--- src/rtl/tempo_scheduler_pkg.sv ---
// Shared definitions for the tempo scheduler: state encoding, step period
// table and the tick rate that makes up one second.
package tempo_scheduler_pkg;

  typedef enum logic [1:0] {
    ST_IDLE  = 2'd0,
    ST_RUN   = 2'd1,
    ST_PAUSE = 2'd2,
    ST_DONE  = 2'd3
  } state_e;

  localparam int TICKS_PER_SEC = 100;
  localparam int STEP_W        = 6;
  localparam int SUB_W         = 7;

  // Ticks per falling-tile step for each speed setting.
  function automatic logic [STEP_W-1:0] step_period(input logic [1:0] spd);
    logic [STEP_W-1:0] p;
    case (spd)
      2'b00:   p = 6'd50;
      2'b01:   p = 6'd25;
      2'b10:   p = 6'd10;
      default: p = 6'd5;
    endcase
    return p;
  endfunction

endpackage

--- src/rtl/tempo_scheduler_tick_div.sv ---
// Free-running divider: pulses tick for one cycle each time the count
// wraps from TICK_DIV-1 back to 0.
module tick_div #(
  parameter int TICK_DIV = 1000000
) (
  input  logic clk,
  input  logic rst_n,
  output logic tick
);

  localparam int CW = (TICK_DIV > 1) ? $clog2(TICK_DIV) : 1;
  localparam logic [CW-1:0] LAST = CW'(TICK_DIV - 1);

  logic [CW-1:0] cnt_q, cnt_d;
  logic          tick_q, tick_d;

  always_comb begin
    tick_d = (cnt_q == LAST);
    cnt_d  = tick_d ? '0 : cnt_q + CW'(1);
  end

  always_ff @(posedge clk or negedge rst_n) begin
    if (!rst_n) begin
      cnt_q  <= '0;
      tick_q <= 1'b0;
    end else begin
      cnt_q  <= cnt_d;
      tick_q <= tick_d;
    end
  end

  assign tick = tick_q;

endmodule

--- src/rtl/tempo_scheduler.sv ---
// Game tempo controller: turns the 100 Hz tick into tile steps and a
// seconds countdown, with start/pause/stop control.
//
// state | meaning
// IDLE  | waiting for start, counters cleared
// RUN   | counting ticks into steps and seconds
// PAUSE | everything frozen until pause again
// DONE  | time ran out, waiting for a restart
module tempo_scheduler
  import tempo_scheduler_pkg::*;
#(
  parameter int TICK_DIV = 1000000
) (
  input  logic       clk,
  input  logic       rst_n,
  input  logic       start,
  input  logic       pause,
  input  logic       stop,
  input  logic [1:0] speed,
  input  logic [7:0] game_len,
  output logic       tick,
  output logic       step,
  output logic [7:0] time_left,
  output logic [1:0] state,
  output logic       done
);

  state_e            state_q, state_d;
  logic [7:0]        time_left_q, time_left_d;
  logic [STEP_W-1:0] step_cnt_q, step_cnt_d;
  logic [SUB_W-1:0]  sub_cnt_q, sub_cnt_d;
  logic [1:0]        speed_q, speed_d;
  logic              step_q, step_d;
  logic              done_q, done_d;

  logic tick_w;
  logic step_hit, sec_hit, last_sec;

  tick_div #(.TICK_DIV(TICK_DIV)) u_tick_div (
    .clk   (clk),
    .rst_n (rst_n),
    .tick  (tick_w)
  );

  assign step_hit = (step_cnt_q == step_period(speed_q) - STEP_W'(1));
  assign sec_hit  = (sub_cnt_q == SUB_W'(TICKS_PER_SEC - 1));
  assign last_sec = sec_hit && (time_left_q == 8'd1);

  always_comb begin
    state_d     = state_q;
    time_left_d = time_left_q;
    step_cnt_d  = step_cnt_q;
    sub_cnt_d   = sub_cnt_q;
    speed_d     = speed_q;
    step_d      = 1'b0;
    done_d      = 1'b0;

    if (stop) begin
      state_d    = ST_IDLE;
      step_cnt_d = '0;
      sub_cnt_d  = '0;
    end else if (start && (state_q == ST_IDLE || state_q == ST_DONE)) begin
      speed_d     = speed;
      step_cnt_d  = '0;
      sub_cnt_d   = '0;
      time_left_d = game_len;
      if (game_len == 8'd0) begin
        state_d = ST_DONE;
        done_d  = 1'b1;
      end else begin
        state_d = ST_RUN;
      end
    end else if (pause && state_q == ST_RUN) begin
      state_d = ST_PAUSE;
    end else if (pause && state_q == ST_PAUSE) begin
      state_d = ST_RUN;
    end else if (state_q == ST_RUN && tick_w) begin
      // A pause arriving on a tick wins, so the tick is simply not counted.
      if (step_hit) begin
        step_cnt_d = '0;
        speed_d    = speed;
      end else begin
        step_cnt_d = step_cnt_q + STEP_W'(1);
      end
      if (sec_hit) begin
        sub_cnt_d   = '0;
        time_left_d = time_left_q - 8'd1;
      end else begin
        sub_cnt_d = sub_cnt_q + SUB_W'(1);
      end
      if (last_sec) begin
        state_d = ST_DONE;
        done_d  = 1'b1;
      end else begin
        step_d = step_hit;
      end
    end
  end

  always_ff @(posedge clk or negedge rst_n) begin
    if (!rst_n) begin
      state_q     <= ST_IDLE;
      time_left_q <= '0;
      step_cnt_q  <= '0;
      sub_cnt_q   <= '0;
      speed_q     <= 2'b00;
      step_q      <= 1'b0;
      done_q      <= 1'b0;
    end else begin
      state_q     <= state_d;
      time_left_q <= time_left_d;
      step_cnt_q  <= step_cnt_d;
      sub_cnt_q   <= sub_cnt_d;
      speed_q     <= speed_d;
      step_q      <= step_d;
      done_q      <= done_d;
    end
  end

  assign tick      = tick_w;
  assign step      = step_q;
  assign time_left = time_left_q;
  assign state     = state_q;
  assign done      = done_q;

endmodule

--- config.mk ---
export PLATFORM = sky130hd
export DESIGN_NAME = tempo_scheduler
export DESIGN_NICKNAME = d
export VERILOG_FILES = /design/src/rtl/tempo_scheduler_pkg.sv /design/src/rtl/tempo_scheduler_tick_div.sv /design/src/rtl/tempo_scheduler.sv
export SDC_FILE = /design/constraint.sdc
export NUM_CORES = 1
export LEC_CHECK = 0
export BUFFER_PORTS_ARGS = -buffer_cell sky130_fd_sc_hd__buf_4
export CORE_UTILIZATION = 65
export CTS_BUF_LIST = sky130_fd_sc_hd__clkbuf_2
export DETAILED_ROUTE_END_ITERATION = 10
export PLACE_DENSITY = 0.92
export SLEW_MARGIN = 30
export SYNTH_ARGS = -nofsm -noshare
export SYNTH_HDL_FRONTEND = slang
export SYNTH_SLANG_ARGS = --single-unit
--- constraint.sdc ---
create_clock -name clk -period 3.6 [get_ports clk]
set_input_delay 0.72 -clock clk [delete_from_list [all_inputs] [get_ports clk]]
set_output_delay 0.72 -clock clk [all_outputs]
set_load 0.01 [all_outputs]
==> out/qor.yml, run 1 <==
detailed_routing:
  drc: 0
  vias_per_cell: 5.85
  wirelength_um: 5090
  via_count: 2065
  final_antenna_net_count: 0
  routedWlPerCell_um: 14.4
  drt_first_pass_iters: 4
  first_iter_violations: 174
cells_and_area:
  nets: 332
  syn_to_final_growth_pct: 10.8
  final_area_um2: 2930
  fill_cells: 268
  antenna_cells: 0
  final_layout_size_suffix_gt1_share_pct: 13.8
  final_common_cell: "dfrtp_1"
  ff_latch_area_um2: 1200
  multiInputGateArea_um2: 1390
  final_cell_mix: "48 x dfrtp_1, 32 x nand2_1, 28 x nor2_1"
global_route:
  grt_overflow: 0
  grt_pass1_wl_um: 8620
  antenna_found_initial: 0
  grt_pass1_vias: 1890
  grt_max_degree: 49
  grt_usage_pct: 26.8
clock_network:
  clk-insertion-delay-late_ps: 430
  cts.clk_slew.worst_paths_ps: 230
  postCtsHoldBufs: 0
  cts_buffer_depth: 2
  cts-htree-levels: 2
  root_buffer: "clkbuf_2"
  cts_resized: 0
  cts_post_setup_buffers_inserted: 0
  clkSinkCount: 48
  cts_tree: "built"
  numCtsBuffers: 5
floorplanning:
  ios: 28
  dieArea_um2: 4330
  start_util_pct: 70.1
  core_um2: 3770
  dieWidth_um: 65.8
  die_h_um: 65.8
  row_count: 22
flow_run:
  maxCapViolations: 0
yosys:
  synth_fp_nets: 303
  synthCells: 275
  synth_flop_cell: "dfrtp_1"
  synthArstFlopShare_pct: 100
  synth_area_um2: 2650
  ys_seq_area_share_pct: 45.4
  synth-seq-cells: 48
  synth_edf_count: 0
  synth.yosys.warnings: 0
  synth_cell_type_count: 50
  syn_area_per_cell_um2: 9.62
critical_path:
  path_max_fanout: 6
  crit_slowest_cell: "dfrtp_1"
  crit_path_end_kind: "register"
  path_class: "register to register"
  worstPathRequired_ps: 3950
  max_stage_delay_ps: 510
  crit_family: "compound AO/OA/AOI/OAI gates"
  path_buf_inv: 1
  worstPathArrival_ps: 2780
  critPathLaunchType: "register"
  cp_cell_sequence: "inv_1 -> ha_1 -> or2_2 -> a211oi_1 -> o2111ai_2 -> a21oi_2 -> mux2_1"
sta:
  timing.fmax_mhz: 413
  final.min_clock_period_ps: 2420
  worstMarginPinSlew_ps: 624
  timing.final.ws_setup_ps: 1180
  rsz0062_at_grt: "no"
  finalHoldViolCount: 0
  fin_skew_ps: 21.8
  finalCritPeriodShare_pct: 67.3
  setup_tns_ps: 0
  setup_viol: 0
  slew_viol_final: 0
  maxSlewHeadroom_pct: 58.1
  hold_ws_ps: 248
place:
  placed_area_um2: 2880
  numPortBuffers: 27
  routabilityCongestion: 0.887
  dpl_worst_slack_ps: 1200
  post-dp-hpwl_um: 3770
power:
  p_total_w: 0.00135
  power_leakage_nw: 1.36
  ir_worst_vdd_v: 0.000322
  power.density_nw_per_um2: 462
outcome:
  outcome: "finished, final reports clean"
worst_hold_path:
  hp-class: "input port to asynchronous set/reset pin"
[cell usage after synthesis (2+ instances only)]
library cell / instances / area, µm²
ha_1: 13 / 163
nand4b_1: 2 / 17.5
o22ai_1: 2 / 12.5
nand4_1: 5 / 31.3
nor4_1: 8 / 50.1
a21oi_1: 14 / 70.1
xor2_1: 16 / 140
nand3_1: 13 / 65.1
nand2_1: 32 / 120
nor3_1: 4 / 20.0
clkbuf_1: 3 / 11.3
and2_1: 3 / 18.8
nor2_1: 28 / 105
o21ai_1: 4 / 20.0
nor2b_1: 3 / 18.8
and3_1: 5 / 31.3
nand2b_1: 2 / 12.5
a22oi_1: 2 / 15.0
inv_1: 10 / 37.5
xnor2_1: 13 / 114
o21ai_0: 12 / 60.1
dfrtp_1: 48 / 1200
o211ai_1: 4 / 30.0
and4_1: 2 / 17.5
mux2_1: 2 / 22.5
[final cells by class]
class	count	share of cell area, %
clock inverters	3	0.469
repair buffers	27	6.91
flip-flops and latches	48	41.0
clock buffers	5	0.854
multi-input cells	212	47.5
well taps	48	2.05
inverters	10	1.28
[where the power goes]
group / switching [W] / internal (W)
Combinational: 0.000264 / 0.000209
Sequential: 0.0000744 / 0.000596
Clock: 0.000166 / 0.0000435
Total: 0.000505 / 0.000849
[metrics by stage]
stage / utilization (%) / instances
finish: 77.7 / 353
global placement: 76.5 / 345
detailed placement: 76.5 / 345
CTS: 77.5 / 353
floorplan: - / 275
global route: 77.7 / 353
[cells by family after synthesis]
kind of cell | synth area share, %
and+or+nand+nor | 23.2
AOI/OAI and AO/OA | 12.5
DFF | 45.4
xor gates and xnor gates | 9.60
buffers and inverters | 2.32
adders and majority gates | 6.15
muxes | 0.851
[path summary, 6_finish.rpt]
check | slack, ps | startpoint | depth (start not counted) | endpoint
worst max-delay path | 1180 | speed_q[0]$_DFFE_PN0P_ | 7 | speed_q[1]$_DFFE_PN0P_
worst min-delay path | 250 | rst_n | 1 | step_cnt_q[4]$_DFFE_PN0P_
worst max register to register | 1180 | speed_q[0]$_DFFE_PN0P_ | 7 | speed_q[1]$_DFFE_PN0P_
worst min register to register | 470 | u_tick_div.cnt_q[0]$_DFF_PN0_ | 1 | u_tick_div.cnt_q[0]$_DFF_PN0_
max in group asynchronous | 2950 | rst_n | 1 | time_left[2]$_DFFE_PN0P_
min in group clk | 470 | u_tick_div.cnt_q[0]$_DFF_PN0_ | 1 | u_tick_div.cnt_q[0]$_DFF_PN0_
[registers in the layout (all words and copies together), names as in the netlist]
name and cells:
u_tick_div.cnt_q 20, time_left 8, sub_cnt_q 7, step_cnt_q 6
speed_q 2, state 2, done 1, step 1
u_tick_div.tick 1
[per-layer routing]
layer / GRT usage (%) / wire, µm / up-vias
li1: - / - / 1028
met1: 37.7 / 2390 / 988
met2: 39.9 / 2400 / 40
met3: 5.69 / 217 / 9
met4: 11.4 / 90 / 0
met5: 0 / 0 / -
[worst register-to-register path, stage by stage, from the launching register on]
cell and delay, ps:
dfrtp_1 510, inv_1 120, ha_1 260, or2_2 300, a211oi_1 340, o2111ai_2 240
a21oi_2 240, mux2_1 340
Power figures use the tool's default switching activity.
==> inputs of run 2 (changes only) <==
- ABC_AREA: unset -> 1
- CORE_UTILIZATION: 65 -> 62
- PLACE_DENSITY: 0.92 -> 0.88
- clock period: 3.6 -> 2.3 ns (I/O delays scaled with it)
==> run 2 against run 1 <==
The run now ends with hold timing left. Count of clock-buffer cells in the layout is the same. Largest power group unchanged. Clock skew decreased by 3.6 ps. Final area rose by 15%. Routed wire length rose by 21%. Flip-flop and latch count did not move. Combinational power rose by 120%. Via count rose by 30%. Synthesized cell count up 50%.
==> out/qor.yml, run 2 <==
sta:
  slew_viol_final: 0
  finalCritPeriodShare_pct: 83.9
  hold_ws_ps: -6.55
  rsz0062_at_grt: "no"
  setup_viol: 0
  final.min_clock_period_ps: 1930
  maxSlewHeadroom_pct: 61.1
  finalHoldViolCount: 14
  timing.final.ws_setup_ps: 370
  timing.fmax_mhz: 518
  setup_tns_ps: 0
  worstMarginPinSlew_ps: 583
  fin_skew_ps: 18.2
outcome:
  failed_checks: "hold timing"
  outcome: "finished with violations"
detailed_routing:
  vias_per_cell: 5.26
  via_count: 2690
  final_antenna_net_count: 0
  drt_first_pass_iters: 4
  wirelength_um: 6180
  drc: 0
  routedWlPerCell_um: 12.1
  first_iter_violations: 170
critical_path:
  worstPathRequired_ps: 2660
  crit_path_end_kind: "register"
  path_class: "register to register"
  crit_family: "simple AND/OR/NAND/NOR gates"
  critPathLaunchType: "register"
  path_max_fanout: 15
  path_buf_inv: 3
  max_stage_delay_ps: 420
  worstPathArrival_ps: 2280
  crit_slowest_cell: "dfrtp_1"
  cp_cell_sequence: "inv_1 -> ha_1 -> nand2_4 -> inv_2 -> nor2_4 -> inv_2 -> a211oi_1 -> nand2_1 -> nor2_1 -> nor2_1"
clock_network:
  cts_resized: 0
  cts_post_setup_buffers_inserted: 0
  cts_buffer_depth: 2
  clk-insertion-delay-late_ps: 430
  cts-htree-levels: 2
  numCtsBuffers: 5
  root_buffer: "clkbuf_2"
  cts.clk_slew.worst_paths_ps: 230
  postCtsHoldBufs: 0
  cts_tree: "built"
  clkSinkCount: 48
global_route:
  grt_max_degree: 49
  grt_util_met3_pct: 4.97
  use_met2_pct: 45.9
  grt_overflow: 0
  grt_pass1_wl_um: 10600
  grt_pass1_vias: 2514
  grt_usage_pct: 25.8
  grt-busiest-layer: "met2"
  use_met1_pct: 31.8
  antenna_found_initial: 0
floorplanning:
  dieArea_um2: 5270
  core_um2: 4750
  dieWidth_um: 72.6
  start_util_pct: 65.0
  die_h_um: 72.6
  ios: 28
  row_count: 25
cells_and_area:
  largest_reg_flops: 20
  top_register: "u_tick_div.cnt_q"
  final_cell_mix: "96 x nand2_1, 60 x inv_1, 51 x nor2_1"
  final_common_cell: "nand2_1"
  final_layout_size_suffix_gt1_share_pct: 14.4
  fill_cells: 397
  syn_to_final_growth_pct: 9.39
  final_cells: 511
  final_core_util_pct: 71.1
  antenna_cells: 0
  nets: 471
yosys:
  yosysTopAreaCell: "dfrtp_1"
  synth_fp_nets: 441
  syn_area_per_cell_um2: 7.48
  synth_edf_count: 0
  synthArstFlopShare_pct: 100
  synth_area_um2: 3090
  synth.yosys.warnings: 0
  synth-seq-cells: 48
  synth_cell_type_count: 40
  yosys-top-cells-count: "96 x nand2_1, 60 x inv_1, 51 x nor2_1"
  synthCells: 413
  ys_seq_area_share_pct: 38.9
  synth_area_leaders: "dfrtp_1 39%, nand2_1 12%, inv_1 7.3%"
  synth_flop_cell: "dfrtp_1"
  yosys.area.top_type_share_pct: 38.9
  yosysMostFrequentCell: "nand2_1"
place:
  routabilityCongestion: 0.887
  numPortBuffers: 27
  dp_cells: 503
  post-dp-hpwl_um: 4790
  dpl_worst_slack_ps: 400
worst_hold_path:
  hp-class: "input port to asynchronous set/reset pin"
power:
  power.density_nw_per_um2: 707
  power_leakage_nw: 1.71
  ir_worst_vdd_v: 0.000339
flow_run:
  maxCapViolations: 0
run 2: changes by cell type in the layout (fill, tap and decap cells not counted), sizes merged, moves of 4 or more:
cell,delta
nor4,-9
o21ai,+13
nor2,+28
xnor2,-10
and3,-4
inv,+56
nand2,+71
nor3,+4
nand3,+20
run 2: per-stage QoR:
step | power, W | instance area [µm²] | hold slack (ps)
after floorplan | 0.00177 | 3090 | 164
after global placement | 0.00203 | 3340 | 496
after detailed placement | 0.00207 | 3340 | 508
after CTS | 0.00240 | 3380 | 18.7
after global routing | 0.00259 | 3380 | 17.9
final | 0.00239 | 3380 | -6.55
run 2: kinds of logic (layout without fill, tap and decap cells):
| kind of cell | after synthesis | in the layout | synth area share, % |
|---|---|---|---|
| AO/OA/AOI/OAI | 51 | 51 | 9.88 |
| XOR/XNOR | 18 | 18 | 5.10 |
| adder cells (fa/ha/maj) | 13 | 13 | 5.26 |
| buffers and inverters | 71 | 102 | 9.51 |
| flip-flops | 48 | 48 | 38.9 |
| AND/OR/NAND/NOR | 212 | 212 | 31.4 |
run 2: cell type report:
class	instances	area [µm²]	share of cell area, %
Clock inverter	3	13.8	0.407
Timing Repair Buffer	27	203	6.00
Tap cell	67	83.8	2.48
Sequential cell	48	1200	35.5
Multi-Input combinational cell	294	1600	47.2
Clock buffer	5	25.0	0.740
Inverter	67	259	7.66
run 2: path summary, 6_finish.rpt:
check	end	startpoint	slack (ps)	cells past startpoint
max in group asynchronous	u_tick_div.cnt_q[8]$_DFF_PN0_	rst_n	1910	1
worst max-delay path	state[1]$_DFFE_PN0P_	state[0]$_DFFE_PN0P_	370	10
worst max register to register	state[1]$_DFFE_PN0P_	state[0]$_DFFE_PN0P_	370	10
worst min register to register	sub_cnt_q[0]$_DFFE_PN0P_	sub_cnt_q[0]$_DFFE_PN0P_	530	1
worst min-delay path	state[1]$_DFFE_PN0P_	rst_n	-7	1
min in group clk	speed_q[1]$_DFFE_PN0P_	speed[1]	250	3
run 2: routing by layer:
layer | share of wire, % | vias up
li1 | - | 1371
met1 | 44 | 1233
met2 | 49 | 73
met3 | 5.1 | 13
met4 | 1.5 | 0
met5 | 0 | -
run 2: power breakdown:
group | internal [W] | switching [W] | total [W]
Clock | 0.0000682 | 0.000260 | 0.000328
Combinational | 0.000386 | 0.000634 | 0.00102
Sequential | 0.000942 | 0.000100 | 0.00104
Total | 0.00140 | 0.000995 | 0.00239
run 2: worst reg2reg max path: stages (launching register included):
cell      delay, ps
dfrtp_1         420
inv_1            60
ha_1            330
nand2_4         190
inv_2           150
nor2_4          180
inv_2            80
a211oi_1        170
nand2_1         130
nor2_1          110
nor2_1           40
==> inputs of run 3 (changes only) <==
- CORE_UTILIZATION: 62 -> 56
- PLACE_DENSITY: 0.88 -> 0.84
- clock period: 2.3 -> 1.6 ns (I/O delays scaled with it)
==> run 3 against run 2 <==
The flow finishes with violations (setup timing). Critical endpoint is now time_left[2]$_DFFE_PN0P_. Routed wire length grew 21%. Worst hold slack gained 130 ps. Sequential power grew 45%. Core utilization grew 0.53 points. Global-route usage shrank 0.86 points.
==> out/qor.yml, run 3 (synthesis results as in run 2) <==
detailed_routing:
  drt_first_pass_iters: 5
  wirelength_um: 7480
  first_iter_violations: 182
  via_count: 2953
  vias_per_cell: 5.55
  routedWlPerCell_um: 14.1
  drc: 0
  final_antenna_net_count: 0
critical_path:
  timing.rr.end: "time_left[2]$_DFFE_PN0P_"
  r2r_slack_ps: -50
  worstPathArrival_ps: 2030
  crit_family: "flip-flops"
  path_class: "register to register"
  cp_cell_sequence: "inv_1 -> ha_4 -> nand2_2 -> inv_2 -> nand2_4 -> a21oi_4 -> nand2_4 -> clkinv_8 -> nor2_1 -> a31oi_1"
  max_stage_delay_ps: 500
  path_buf_inv: 3
  crit_top_cell: "nand2_4"
  reg2reg_depth: 10
  path_max_fanout: 7
  critPathLaunchType: "register"
  worstPathRequired_ps: 1980
  crit_path_end_kind: "register"
  rr_startpoint: "state[1]$_DFFE_PN0P_"
  crit_slowest_cell: "dfrtp_2"
floorplanning:
  row_count: 26
  core_um2: 5200
  dieWidth_um: 76.3
  dieArea_um2: 5820
  start_util_pct: 59.4
  die_h_um: 76.3
  ios: 28
cells_and_area:
  final_area_um2: 3730
  multiInputGateArea_um2: 1740
  final_common_cell: "nand2_1"
  syn_to_final_growth_pct: 20.6
  ff_latch_area_um2: 1200
  final_layout_size_suffix_gt1_share_pct: 26.4
  final_cell_mix: "84 x nand2_1, 51 x inv_1, 49 x nor2_1"
  nets: 489
  largest_reg_flops: 20
  fill_cells: 406
  antenna_cells: 0
  top_register: "u_tick_div.cnt_q"
clock_network:
  cts_buffer_depth: 2
  cts_tree: "built"
  clk-insertion-delay-late_ps: 430
  clkSinkCount: 48
  root_buffer: "clkbuf_2"
  cts-htree-levels: 2
  cts.clk_slew.worst_paths_ps: 260
  numCtsBuffers: 5
place:
  numPortBuffers: 27
  placed_area_um2: 3410
  post-dp-hpwl_um: 5080
  routabilityCongestion: 0.899
  dpl_worst_slack_ps: -49.6
sta:
  slew_viol_final: 0
  timing.final.ws_setup_ps: -48.9
  fin_skew_ps: 31.2
  setup_viol: 14
  final.min_clock_period_ps: 1650
  rsz0062_at_grt: "yes"
  maxSlewHeadroom_pct: 59.6
  timing.fmax_mhz: 606
  worstMarginPinSlew_ps: 606
  finalHoldViolCount: 0
  finalCritPeriodShare_pct: 103
global_route:
  grt_max_degree: 49
  antenna_found_initial: 0
  grt_usage_pct: 24.9
  grt_overflow: 0
  grt_pass1_wl_um: 11700
  grt_pass1_vias: 2754
worst_hold_path:
  hold_end: "speed_q[1]$_DFFE_PN0P_"
  worstHoldStart: "speed[1]"
  hp-class: "input port to register"
  whs_path_depth: 3
power:
  power.density_nw_per_um2: 1120
  ir_worst_vdd_v: 0.000546
  power_leakage_nw: 1.82
  p_total_w: 0.00417
flow_run:
  maxCapViolations: 0
outcome:
  failed_checks: "setup timing"
  outcome: "finished with violations"
==> run 3: cell count changes in the layout (fill, tap and decap cells not counted), sizes merged <==
cell	delta
bufinv	+1
nand2	+1
clkinvlp	+1
buf	+15
dlygate4sd3	+1
clkinv	-1
==> run 3: cell type report <==
type                    instances  area share (%)
multi-input cells             295            46.7
repair inverters                1           0.235
clock buffers                   5           0.671
repair buffers                 43            9.23
clock inverters                 3            1.14
well taps                      70            2.35
flip-flops and latches         48            32.3
inverters                      67            7.35
==> run 3: stage by stage <==
step                      hold WS [ps]  setup TNS, ps  util [%]  instances
after detailed placement           369           -160      65.4        512
after global routing              84.8          -1920      71.6        532
after floorplan                   24.4              0         -        413
after CTS                         88.9          -24.7      68.6        528
final                              126           -322      71.6        532
after global placement             370              0      65.4        512
==> run 3: layer usage <==
| layer | wire length (µm) | track usage [%] | part of all wire, % | vias to the layer above |
|---|---|---|---|---|
| li1 | - | - | - | 1405 |
| met1 | 3080 | 29.7 | 41 | 1410 |
| met2 | 3870 | 44.8 | 52 | 117 |
| met3 | 372 | 4.67 | 5.0 | 21 |
| met4 | 157 | 8.46 | 2.1 | 0 |
| met5 | 0 | 0 | 0 | - |
==> run 3: worst max-delay path by stage <==
stage                                    end                    from  cells after the start  slack [ps]
CTS                   speed_q[0]$_DFFE_PN0P_  speed_q[1]$_DFFE_PN0P_                     12         -20
floorplan           sub_cnt_q[2]$_DFFE_PN0P_    state[1]$_DFFE_PN0P_                      9         0.4
detailed placement    speed_q[0]$_DFFE_PN0P_  speed_q[1]$_DFFE_PN0P_                     13         -50
global route          speed_q[0]$_DFFE_PN0P_  speed_q[1]$_DFFE_PN0P_                     13        -150
global placement      speed_q[1]$_DFFE_PN0P_  speed_q[0]$_DFFE_PN0P_                     12           4
finish              time_left[2]$_DFFE_PN0P_    state[1]$_DFFE_PN0P_                     10         -50
==> run 3: power breakdown <==
part	internal [W]	leakage (nW)	total, W	switching, W
Clock	0.000260	0.0390	0.000658	0.000398
Combinational	0.000838	1.15	0.00201	0.00117
Sequential	0.00136	0.628	0.00151	0.000147
==> run 3: what timing repair did <==
item | in CTS | in global routing
hold endpoints to repair | 48 | 0
pin swaps | 7 | 8
gates cloned | 1 | 1
endpoints found under the setup margin | 10 | 33
gates resized for setup | 14 | 47
setup buffers | 6 | 3
hold buffers | 1 | 0
==> run 3: worst register-to-register path: stages (launching register included) <==
cell and delay (ps):
dfrtp_2 500, inv_1 120, ha_4 150, nand2_2 40, inv_2 70, nand2_4 100
a21oi_4 190, nand2_4 140, clkinv_8 90, nor2_1 40, a31oi_1 160
